`src/rtl/reg_file_mp.sv`:
```
// reg_file_mp: parametrised multi-port register file with hardwired-zero R0,
// a clear-on-reset sweep (INIT -> RUN) and a per-register pending scoreboard.
// Optional feature macro: REG_FILE_BYPASS_EN enables same-cycle write-to-read
// forwarding; when it is undefined, written values appear one cycle later.
module reg_file_mp #(
    parameter int DATA_W   = 16,
    parameter int NUM_REGS = 8,
    parameter int ADDR_W   = 3,
    parameter int NUM_RD   = 2
) (
    input  logic                     clk,
    input  logic                     rst_n,
    output logic                     ready,
    input  logic                     wr_en,
    input  logic [ADDR_W-1:0]        wr_addr,
    input  logic [DATA_W-1:0]        wr_data,
    input  logic                     rsv_en,
    input  logic [ADDR_W-1:0]        rsv_addr,
    input  logic [NUM_RD*ADDR_W-1:0] rd_addr,
    output logic [NUM_RD*DATA_W-1:0] rd_data,
    output logic [NUM_RD-1:0]        rd_pend
);

    typedef enum logic {ST_INIT, ST_RUN} state_t;

    localparam logic [ADDR_W-1:0] LAST_IDX = ADDR_W'(NUM_REGS - 1);

    state_t              r_state;
    state_t              w_state_nxt;
    logic [ADDR_W-1:0]   r_idx;
    logic [ADDR_W-1:0]   w_idx_nxt;
    logic [DATA_W-1:0]   r_regs [NUM_REGS];
    logic [NUM_REGS-1:0] r_pend;
    logic                w_run;
    logic                w_wr_ok;
    logic                w_rsv_ok;

    // State and sweep-index register; reset restarts the clear sweep.
    always_ff @(posedge clk) begin
        if (!rst_n) begin
            r_state <= ST_INIT;
            r_idx   <= '0;
        end else begin
            r_state <= w_state_nxt;
            r_idx   <= w_idx_nxt;
        end
    end

    // Next-state logic: walk every index once, then enter RUN.
    always_comb begin
        // NOTE: every always_comb output gets a default first so no path can infer a latch.
        w_state_nxt = r_state;
        w_idx_nxt   = r_idx;
        if (r_state == ST_INIT) begin
            w_idx_nxt = r_idx + 1'b1;
            if (r_idx == LAST_IDX) begin
                w_state_nxt = ST_RUN;
            end
        end
    end

    assign w_run    = (r_state == ST_RUN);
    assign ready    = w_run;
    assign w_wr_ok  = w_run && wr_en  && (wr_addr  != '0);
    assign w_rsv_ok = w_run && rsv_en && (rsv_addr != '0);

    // Register array: zeroed by the INIT sweep, written by writeback in RUN.
    always_ff @(posedge clk) begin
        // NOTE: the array carries no reset term; the INIT sweep clears it one entry per cycle.
        if (rst_n) begin
            if (r_state == ST_INIT) begin
                r_regs[r_idx] <= '0;
            end else if (w_wr_ok) begin
                r_regs[wr_addr] <= wr_data;
            end
        end
    end

    // Pending scoreboard: writeback clears, decode reservation sets.
    always_ff @(posedge clk) begin
        if (!rst_n) begin
            r_pend <= '0;
        end else begin
            if (w_wr_ok) begin
                r_pend[wr_addr] <= 1'b0;
            end
            // NOTE: the later non-blocking assignment wins, so a same-address reservation overrides the clear.
            if (w_rsv_ok) begin
                r_pend[rsv_addr] <= 1'b1;
            end
        end
    end

    // Combinational read ports; R0 and all ports during INIT read as zero.
    always_comb begin
        logic [ADDR_W-1:0] w_ra;
        w_ra    = '0;
        rd_data = '0;
        rd_pend = '0;
        for (int k = 0; k < NUM_RD; k++) begin
            w_ra = rd_addr[k*ADDR_W +: ADDR_W];
            if (w_run && (w_ra != '0)) begin
                rd_data[k*DATA_W +: DATA_W] = r_regs[w_ra];
                rd_pend[k]                  = r_pend[w_ra];
`ifdef REG_FILE_BYPASS_EN
                if (w_wr_ok && (w_ra == wr_addr)) begin
                    rd_data[k*DATA_W +: DATA_W] = wr_data;
                    rd_pend[k]                  = w_rsv_ok && (rsv_addr == wr_addr);
                end
`else
`endif
            end
        end
    end

endmodule

```
`config.mk`:
```
export PLATFORM = sky130hd
export DESIGN_NAME = reg_file_mp
export DESIGN_NICKNAME = d
export VERILOG_FILES = /design/src/rtl/reg_file_mp.sv
export SDC_FILE = /design/constraint.sdc
export NUM_CORES = 1
export LEC_CHECK = 0
export BUFFER_PORTS_ARGS = -buffer_cell sky130_fd_sc_hd__buf_2
export CORE_UTILIZATION = 35
export DETAILED_ROUTE_END_ITERATION = 7
export HOLD_SLACK_MARGIN = 0.12
export PLACE_DENSITY = 0.61
export REMOVE_ABC_BUFFERS = 1
export SLEW_MARGIN = 30
export SYNTH_ARGS = -nofsm -noshare
export SYNTH_HDL_FRONTEND = slang
export SYNTH_SLANG_ARGS = --single-unit
```
`constraint.sdc`:
```
create_clock -name clk -period 2.2 [get_ports clk]
set_clock_uncertainty 0.1 [all_clocks]
set_input_delay 0 -clock clk [delete_from_list [all_inputs] [get_ports clk]]
set_output_delay 0 -clock clk [all_outputs]
set_load 0.01 [all_outputs]
```
==> flow_summary.toml <==
[power_and_ir_drop]
cellPowerDensity_nw_per_um2 = 716.6
irDropWorstVdd_uv = 523.5
standby_leakage_power_nw = 3.151

[global_routing]
initial_antenna_violation_count = 0
grt_max_degree = 44
first_pass_grt_wire_length_um = 24120
grt.overflow.total = 0
first_global_vias = 4373
grt_use_total = 0.1813

[detailed_routing]
drc = 0
route.vias.total = 4168
route.antenna.remaining_nets = 0
vias_per_cell = 5.543
detailedRoute.firstIterationViolations = 388
detailedRoute.firstPassIterationCount = 4
routed_wire_length_per_instance_um = 20.96
postRouteWirelength_um = 15760

[floorplan]
core_um2 = 17300
die_area_um2 = 18240
die_y_um = 135.1
rows = 48
ios = 67
chipWidth_um = 135.1
initial_utilization = 0.3582

[timing]
setup_violations = 0
report.final.hold_viol_count = 0
worst_slew_pin_slew_ns = 0.7583
final-max-slew-violation-count = 0
slew-limit-headroom = 0.4939
final.period_utilization = 0.9283
rsz0062_at_grt = "false"
timing.final.crit_period_ns = 2.042
finalHoldWorstSlack_ns = 0.3596
fmax_mhz = 489.7

[worst_setup_path]
worstPathArrival_ns = 1.98
cp-end-kind = "flip-flop"
critical_path_required_ns = 2.14
worst-setup-path-type = "reg -> reg"
cp_max_fo = 16
setup.worst_path.start_class = "flip-flop"

[placed_design]
detailed_place.area_um2 = 6883
post-place-cells = 689
gp_congestion = 0.8455
io_buffers = 66
dp_hpwl_um = 9777

[clock_tree]
worstSkewPairLatency_ns = 0.41
cts.clk_slew.worst_paths_ns = 0.05
ctsHtreeMaxLevel = 4
numCtsBuffers = 17
tritoncts = "done"
clock_root_buffer = "sky130_fd_sc_hd__clkbuf_16"
ctsLongestPathBuffers = 2
cts_sinks = 123

[worst_hold_path]
worstHoldPathType = "in -> reg"

[synthesis]
ys_top_cells_by_area = "sky130_fd_sc_hd__edfxtp_1 (54%), sky130_fd_sc_hd__mux4_2 (12%), sky130_fd_sc_hd__mux2_2 (4.0%)"
postSynthRegisterBits = 123
synth_top_area_cell = "sky130_fd_sc_hd__edfxtp_1"
simple_gate_share_of_the_synthesized_area = 0.06765
synth_ff_type = "sky130_fd_sc_hd__edfxtp_1"
synth_cells = 403
synth_area_in_xor_xnor = 0
syn_area_per_cell_um2 = 15.37
ys_async_sr_fraction = 0
synth-adder-area-share = 0.004039
synth_top_family_by_area = "multiplexers"
fraction_of_the_yosys_area_taken_by_sequential_cells = 0.5784
post_synth_instance_area_um2 = 6196
yosys_warnings = 0
ys_types = 42
synth_compound_area_frac = 0.1141
synth.area.mux_share = 0.1957
count_of_flip_flops_with_a_built_in_enable_after_synthesis = 112
synth_top_cell_area_share = 0.5428

[final_layout]
layout.cells.most_common_list = "sky130_fd_sc_hd__edfxtp_1 (112), sky130_fd_sc_hd__buf_2 (66), sky130_fd_sc_hd__mux4_2 (33)"
antenna_cells_inserted = 0
flow.area_growth_from_synthesis_pct = 25.32
layout.cells.non_filler = 752
layout.cells.most_common = "sky130_fd_sc_hd__edfxtp_1"
final_layout_size_suffix_gt1_frac = 0.3700
post-route-cell-area_um2 = 7765
fin_nets = 550
multi_input_comb_area_um2 = 2420
fillers = 1567
sequential_cell_area_um2 = 3583

[run]
timing.max_cap.violations = 0

[run_status]
status = "complete, no violations"
-- cell type report --
type,instances,area share
Clock buffer,19,0.05575
Clock inverter,11,0.01354
Inverter,4,0.001934
Multi-Input combinational cell,244,0.3116
Sequential cell,123,0.4615
Tap cell,225,0.03626
Timing Repair Buffer,126,0.1194
-- state kept, by name, indices dropped and copies added, names as in the netlist --
register / flops
r_idx: 3
ready: 1
r_regs: 112
r_pend: 7
-- what timing repair did --
item | 4_1_cts | 5_1_grt
setup buffers | 0 | 1
resized for setup | 0 | 1
hold buffers | 32 | 0
setup endpoints to repair | 0 | 33
hold endpoints to repair | 123 | 0
-- critical path, stage by stage, from the launching register on --
cell and delay (ns):
sky130_fd_sc_hd__dfxtp_1 0.38, sky130_fd_sc_hd__nand3_2 0.13, sky130_fd_sc_hd__or3_1 0.43, sky130_fd_sc_hd__a21oi_4 0.63
-- power breakdown --
| part | internal (W) | switching [W] | total, W |
|---|---|---|---|
| logic | 0.000198 | 0.000229 | 0.000427 |
| clock network | 0.00163 | 0.000937 | 0.00256 |
| registers | 0.00256 | 0.0000164 | 0.00257 |
| total | 0.00438 | 0.00118 | 0.00556 |
-- metal layers --
layer,part of all wire,up-vias,wire [um],track usage
met5,0,-,0,0
met4,0.015,0,230,0.05306
met3,0.049,22,776,0.03754
met2,0.50,132,7813,0.3067
met1,0.44,2138,6939,0.2345
li1,-,1876,-,-
-- cells in the mapped netlist (4+ instances only) --
cell type,count
sky130_fd_sc_hd__mux2_2,22
sky130_fd_sc_hd__o21ai_0,24
sky130_fd_sc_hd__nand2_1,10
sky130_fd_sc_hd__dfxtp_1,11
sky130_fd_sc_hd__nand3_1,4
sky130_fd_sc_hd__a21oi_1,15
sky130_fd_sc_hd__nor2b_1,6
sky130_fd_sc_hd__clkbuf_1,8
sky130_fd_sc_hd__and2_1,16
sky130_fd_sc_hd__buf_6,6
sky130_fd_sc_hd__edfxtp_1,112
sky130_fd_sc_hd__a221oi_1,15
sky130_fd_sc_hd__buf_2,13
sky130_fd_sc_hd__nor2_1,23
sky130_fd_sc_hd__o211a_1,17
sky130_fd_sc_hd__mux2_4,11
sky130_fd_sc_hd__a221o_1,16
sky130_fd_sc_hd__mux4_2,33
-- path summary, 6_finish.rpt --
kind	from	to	slack, ns	depth (start not counted)
max	ready	r_regs[7][0]	0.16	3
min reg2reg	r_pend[5]	r_pend[5]	0.42	2
min	rsv_addr[2]	r_pend[2]	0.36	5
max reg2reg	ready	r_regs[7][0]	0.16	3
-- logic make-up (layout without fill, tap and decap cells) --
group	Yosys count	after routing
adder cells (fa/ha/maj)	2	2
AND/OR/NAND/NOR	77	77
flip-flops	123	123
buffers and inverters	36	160
AO/OA/AOI/OAI	95	95
multiplexers	70	70
-- stage by stage --
step	TNS [ns]	util	power, W	setup WS, ns
5_1_grt	0	0.4489	0.005716	0.03360
6_report	0	0.4489	0.005564	0.1578
2_1_floorplan	-91.16	-	0.002797	-0.8388
3_5_place_dp	0	0.3979	0.003012	0.1193
3_3_place_gp	-5.601	0.3962	0.002998	-0.1256
4_1_cts	0	0.4476	0.005585	0.02146
Note: power is estimated with default switching activity, not from simulation.
